`src/rtl/module_arbitro_mux_4_1.sv`:
```
// Four-requester round-robin arbiter with burst limit, driving a 4:1 data mux.
// A grant is held until the owner drops its request or its burst expires.
module module_arbitro_mux_4_1 #(
  parameter int ANCHO      = 4,
  parameter int MAX_RAFAGA = 8
) (
  input  logic             clk,
  input  logic             rst,
  input  logic [3:0]       req,
  input  logic [ANCHO-1:0] a,
  input  logic [ANCHO-1:0] b,
  input  logic [ANCHO-1:0] c,
  input  logic [ANCHO-1:0] d,
  output logic [3:0]       gnt,
  output logic [1:0]       sel,
  output logic             valid,
  output logic [ANCHO-1:0] out
);

  localparam int CW = $clog2(MAX_RAFAGA);
  localparam logic [CW-1:0] CNT_MAX = CW'(MAX_RAFAGA - 1);

  typedef enum logic {IDLE, GRANT} state_t;

  state_t          r_state;
  logic [3:0]      r_gnt;
  logic [1:0]      r_sel;
  logic            r_valid;
  logic [1:0]      r_ptr;
  logic [CW-1:0]   r_cnt;

  logic            w_any;
  logic            w_release;
  logic [1:0]      w_ptr_nxt;
  logic [1:0]      w_pick_idle;
  logic [1:0]      w_pick_rel;
  logic [ANCHO-1:0] w_mux;

  // First set request at or after start, scanning start, start+1, ... mod 4.
  function automatic logic [1:0] f_pick(input logic [3:0] req_v, input logic [1:0] start);
    logic [1:0] idx;
    f_pick = start;
    for (int k = 3; k >= 0; k--) begin
      idx = start + 2'(k);
      if (req_v[idx]) f_pick = idx;
    end
  endfunction

  assign w_any       = |req;
  assign w_release   = ~req[r_sel] | (r_cnt == CNT_MAX);
  assign w_ptr_nxt   = r_sel + 2'd1;
  assign w_pick_idle = f_pick(req, r_ptr);
  assign w_pick_rel  = f_pick(req, w_ptr_nxt);

  always_ff @(posedge clk or posedge rst) begin
    if (rst) begin
      r_state <= IDLE;
      r_gnt   <= 4'b0000;
      r_sel   <= 2'd0;
      r_valid <= 1'b0;
      r_ptr   <= 2'd0;
      r_cnt   <= '0;
    end else begin
      case (r_state)
        IDLE: begin
          if (w_any) begin
            r_state <= GRANT;
            r_sel   <= w_pick_idle;
            r_gnt   <= 4'b0001 << w_pick_idle;
            r_valid <= 1'b1;
            r_cnt   <= '0;
          end
        end
        GRANT: begin
          if (w_release) begin
            // Re-arbitrate on the release edge itself so owners hand over without a gap.
            r_ptr <= w_ptr_nxt;
            r_cnt <= '0;
            if (w_any) begin
              r_sel <= w_pick_rel;
              r_gnt <= 4'b0001 << w_pick_rel;
            end else begin
              r_state <= IDLE;
              r_gnt   <= 4'b0000;
              r_valid <= 1'b0;
            end
          end else if (r_cnt != CNT_MAX) begin
            r_cnt <= r_cnt + 1'b1;
          end
        end
        default: begin
          r_state <= IDLE;
          r_gnt   <= 4'b0000;
          r_valid <= 1'b0;
        end
      endcase
    end
  end

  always_comb begin
    w_mux = a;
    case (r_sel)
      2'd0:    w_mux = a;
      2'd1:    w_mux = b;
      2'd2:    w_mux = c;
      default: w_mux = d;
    endcase
  end

  assign out   = r_valid ? w_mux : '0;
  assign gnt   = r_gnt;
  assign sel   = r_sel;
  assign valid = r_valid;

endmodule

```
`config.mk`:
```
export PLATFORM = sky130hd
export DESIGN_NAME = module_arbitro_mux_4_1
export DESIGN_NICKNAME = d
export VERILOG_FILES = /design/src/rtl/module_arbitro_mux_4_1.sv
export SDC_FILE = /design/constraint.sdc
export NUM_CORES = 1
export LEC_CHECK = 0
export CAP_MARGIN = 20
export CORE_MARGIN = 3
export CORE_UTILIZATION = 50
export CTS_CLUSTER_DIAMETER = 120
export CTS_CLUSTER_SIZE = 14
export DETAILED_ROUTE_END_ITERATION = 10
export PLACE_DENSITY = 0.9
export RECOVER_POWER = 50
export SETUP_SLACK_MARGIN = 0.02
export SYNTH_ARGS = -nofsm -noshare
export SYNTH_HDL_FRONTEND = slang
export SYNTH_SLANG_ARGS = --single-unit
```
`constraint.sdc`:
```
create_clock -name clk -period 5 [get_ports clk]
set_input_delay 1 -clock clk [delete_from_list [all_inputs] [get_ports clk]]
set_output_delay 1 -clock clk [all_outputs]
set_load 0.02 [all_outputs]
```
-- Yosys cells after proc, flatten, opt, wreduce, memory -nomap -nowiden
Index checks and enable logic that the tools add are counted.
- add/sub/neg operators: 8
- equality and inequality tests: 9
- bitwise logic cells: 3
- $lt $le $gt $ge: 9
- multiplexer cells: 47
- shift-type cells: 2
- div/mod/pow operators: 0
- multiply operators: 0
- reduce and logical (&&, ||, !) cells: 7
- operators by type and width (kind ; count):
    less-than comparator 2 x 3 -> 1 bit, second input constant ; 9
    two-way mux 2 bit ; 11
    binary-select mux 1 bit (select 2 bit) ; 9
    two-way mux 4 bit ; 4
    two-way mux 1 bit ; 14
    case mux 4 bit (3 select lines) ; 1
    two-way mux 3 bit ; 3
    adder 2 bit, second input constant ; 4
    case mux 4 bit (2 select lines) ; 1
    << shifter 1 x 2 -> 4 bit, first input constant ; 2
    adder 2 x 1 -> 2 bit, second input constant ; 3
    case mux 3 bit (2 select lines) ; 1
    AND reduction 2 bit ; 3
    AND reduction 3 bit ; 2
    inequality test 2 x 1 -> 1 bit, second input constant ; 2
    inequality test 2 bit, second input constant ; 2
    case mux 1 bit (2 select lines) ; 2
    case mux 2 bit (2 select lines) ; 1
    OR reduction 4 bit ; 1
    adder 3 x 1 -> 3 bit, second input constant ; 1
    == test 3 bit, second input constant ; 1
    inequality test 3 x 1 -> 1 bit, second input constant ; 1
    inequality test 3 bit, second input constant ; 1
    == test 2 x 1 -> 1 bit, second input constant ; 1
    4 further kinds ; 5
- logic and storage cells: 91
- memory bits (writable): 0
- bits in latches: 0
- output and inout port bits: 11
- memories: 0
- input bits: 22
- register bits after elaboration: 13
- ROM bits: 0

-- Logic depth before layout (Yosys ltp)
- depth after elaboration: 12
- mapped depth: 8
- gate-level depth less buffers: 7

-- Least setup slack after synthesis
OpenSTA, ideal clock, no wires.
- path type: reg2out
- from: reg r_sel[0], in the netlist sel[0]
- to: out out[0]
- path slack: 2360 ps
- data required time: 4000 ps
- stages on the path, launching flop included: 7
- arrival time: 1640 ps
- buffers on the path: 1
- path through: dfrtp_1 -> clkbuf_1 -> inv_1 -> ha_1 -> a222oi_1 -> o21ai_0 -> and2_1
- word-level cells in the longest chain between the ends: 3
- elaborated cells between the ends (all ways): 5
- those cells by class: eq/ne: 2; mux: 2; reduce/logical: 1
- ends and longest elaborated chain (element ; RTL line ; source):
    start, declared ; 27 ; logic [1:0] r_sel;
    start signal, assigned ; 68 ; r_sel <= w_pick_idle;
    start signal, assigned ; 80 ; r_sel <= w_pick_rel;
    == test 2 bit (tied with other cells) ; 102 ; case (r_sel)
    case mux 4 bit (3 select lines) * ; 102 ;
    two-way mux 4 bit * ; 110 ; assign out = r_valid ? w_mux : '0;
    end, declared ; 17 ; output logic [ANCHO-1:0] out
Mark *: on every way between the ends. The rest lies on a longest branch, timed or not.

-- Worst setup path after layout
- from: in c[0]
- to: out out[0]
- word-level cells in the longest chain between the ends: 2
- ends and longest elaborated chain (element ; RTL line ; source):
    start, declared ; 12 ; input logic [ANCHO-1:0] c,
    case mux 4 bit (3 select lines) ; 102 ;
    two-way mux 4 bit ; 110 ;
Every way passes these cells.

==> impl_metrics.tcl <==
set metrics [dict create \
    status "finished, final reports clean" \
    antenna_cells 0 \
    antenna_found_initial 0 \
    relSlewSlack_pct 63.8 \
    clock_power_share_pct 9.2 \
    postCtsSetupRepairBufs 0 \
    p_sw_w 0.000315 \
    p_int_w 0.000392 \
    drc 0 \
    hp-start "r_cnt[2]" \
    tns_ns 0 \
    layout_min_cycle_time_ns 3.61 \
    cts_inserted_buffers 3 \
    crit_arrival_ns 2.61 \
    layout_commonest_cell "clkdlybuf4s50_1" \
    crit_top_cell "clkdlybuf4s50_1" \
    row_count 16 \
    drt_iter0_markers 30 \
    yosysUniqueCellTypes 42 \
    postSynthCellCount 122 \
    pwr_density_cell_mw_per_mm2 500 \
    numPortBuffers 32 \
    syn_nets 152 \
    ant_nets 0 \
    dpl.hpwl_mm 2.03 \
    timing.rr.start "sel[0]" \
    dieArea_mm2 0.00274 \
    clock_path_buffers 2 \
    coreArea_mm2 0.00200 \
    power.leakage_nw 0.613 \
    first_pass_iters 4 \
    setup_slack_ns 1.39 \
    ys_ff_latch 13 \
    cts_hold_buf 0 \
    gr-usage-all-layers_pct 20.6 \
    cts_max_level 1 \
    clkTransAtPathRegs_ns 0.08 \
    routedWlPerCell_um 14.9 \
    peakVddDrop_mv 0.314 \
    grt_pass1_vias 1054 \
    period_share_pct 72.1 \
    seq_area_frac_synth_pct 30.3 \
    cp_num_buf_inv 2 \
    min_to "r_cnt[2]" \
    r2r_setup_slack_ns 2.69 \
    cts.repair.resized 0 \
    grt_pass1_wl_mm 4.26 \
    worst_hold_slack_ns 0.503 \
    clockRootBuffer "clkbuf_4" \
    worst_pin_slew_ns 0.539 \
    yosysTopAreaCellShare_pct 30.3 \
    via_per_inst 5.87 \
    grt_overflow_total 0 \
    gp_congestion 0.848 \
    hp-class "register to register" \
    hold_violations 0 \
    drv_slew 0 \
    max_stage_delay_ns 0.53 \
    synth_area_leaders "dfrtp_1 (30%), ha_1 (9.3%), nand2_1 (5.9%)" \
    crit_required_ns 4.00 \
    start_kind "input port" \
    r2r_cells 7 \
    worst-path-max-fanout 1 \
    place_ws_ns 1.41 \
    drv_cap 0 \
    critical_path_class "input port to output port" \
    initial_utilization_pct 53.6 \
    synth_top_area_cell "dfrtp_1" \
    fmax_mhz 277 \
    clk_latency_ns 0.28 \
    totalWireLength_mm 2.68 \
    rr_endpoint "gnt[3]" \
    seq_power_share_pct 28.0 \
    ios 33 \
    cts_num_sinks 13 \
    layout-drive-gt1-share_pct 9.15 \
    rsz0062_at_grt "false" \
    fin_worst_skew_ns 0.00242 \
    fin_nets 184 \
    grt_max_degree 14 \
    num_vias 1057 \
    layout_common_cells "clkdlybuf4s50_1 (26), nand2_1 (17), dfrtp_1 (13), nor2_1 (11), a21oi_1 (9)" \
    setup_violations 0 \
    synth.avg_cell_area_um2 8.80 \
    crit_slowest_cell "clkdlybuf4s50_1" \
    die_w_um 52.3 \
    holdPathStages 2 \
    critPathCaptureType "output port" \
    critPathTopFamily "buffers and inverters" \
    cts_tree "done" \
    die_h_um 52.3 \
    worstPathCellList "clkdlybuf4s50_1 > a222oi_1 > o21ai_0 > and2_1 > clkdlybuf4s50_1" \
    yosys_warnings 0 \
    p_sw_share_pct 44.6 \
    syn2layout_area_growth_pct 31.6 \
    synth_area_mm2 0.00107 \
    comb_power_share_pct 62.8 \
]
metal layers:
layer  vias up  share of wire (%)  wire (um)  global-route usage, %
li1        509                  -          -                      -
met1       495                 39       1060                   20.3
met2        45                 50       1350                   39.7
met3         8                8.9        239                   6.55
met4         0                1.3         36                   6.38
met5         -                  0          0                      0
layout make-up:
type,instances,area [um^2]
clock buffers,4,26.3
fillers,181,589
inverters,7,26.3
multi-input cells,97,681
flip-flops and latches,13,325
well taps,27,33.8
repair buffers,32,320
registers in the layout, indices dropped and copies added (netlist names):
register,flops
sel,2
r_cnt,3
r_state,1
valid,1
r_ptr,2
gnt,4
stage by stage:
step	std cells	area (um^2)	power, W	util [%]
final	180	1410	0.000707	70.6
after global routing	180	1410	0.000766	70.6
after CTS	180	1410	0.000712	70.6
after detailed placement	176	1390	0.000644	69.3
after global placement	176	1390	0.000624	69.3
after floorplan	122	1070	0.000507	-
cells in the mapped netlist:
master and n:
mux2_1 1, o21bai_1 1, o21ai_0 6, nor3_1 3, a32oi_1 1, nand2b_1 3, nor2b_1 1, mux2_2 1
a221oi_1 1, clkbuf_1 2, a21bo_1 1, a31oi_1 2, o22ai_1 2, and3_2 1, a2bb2oi_1 1, o22a_1 1
dfrtp_1 13, inv_1 5, a21oi_1 9, buf_6 3, o21ai_1 1, mux4_2 1, ha_1 8, a221o_1 1
a22o_1 1, mux2i_1 1, a211oi_1 1, nand3b_1 1, a222oi_1 4, or4_1 1, and2_1 6, nor4b_1 1
inv_2 2, o221a_2 1, nand2b_2 1, a21oi_4 1, nor3b_4 1, o221ai_1 1, nand2b_4 1, nor2_1 11
nor3_2 1, nand2_1 17
cell families (layout without fill, tap and decap cells):
logic type | Yosys count | count (layout) | share of synthesized area [%]
and+or+nand+nor | 49 | 49 | 24.7
AOI/OAI and AO/OA | 36 | 36 | 24.2
DFF | 13 | 13 | 30.3
buffers and inverters | 12 | 43 | 6.29
adders and majority gates | 8 | 8 | 9.32
muxes | 4 | 4 | 5.13
worst register-to-register path: stages (launching register included):
cell,delay (ns)
dfrtp_1,0.55
inv_1,0.12
ha_1,0.40
a21oi_1,0.16
nor3_1,0.06
nor3_1,0.49
nor4b_1,0.31
o22a_1,0.17
how the worst max path moves through the flow:
stage | start | endpoint | slack, ns | cells after the start
floorplan | sel[0] | out[0] | 2.36 | 6
global placement | c[0] | out[0] | 1.44 | 5
detailed placement | c[0] | out[0] | 1.41 | 5
CTS | c[0] | out[0] | 1.42 | 5
global route | c[3] | out[3] | 1.34 | 5
finish | c[0] | out[0] | 1.39 | 5
power by group through the flow:
stage | sequential (W) | clock [W] | combinational (W)
3_3_place_gp | 0.000197 | 0 | 0.000427
5_1_grt | 0.000206 | 0.0000703 | 0.000490
3_5_place_dp | 0.000200 | 0 | 0.000444
4_1_cts | 0.000199 | 0.0000665 | 0.000447
2_1_floorplan | 0.000212 | 0 | 0.000295
6_report | 0.000198 | 0.0000649 | 0.000444
Power figures use the tool's default switching activity.
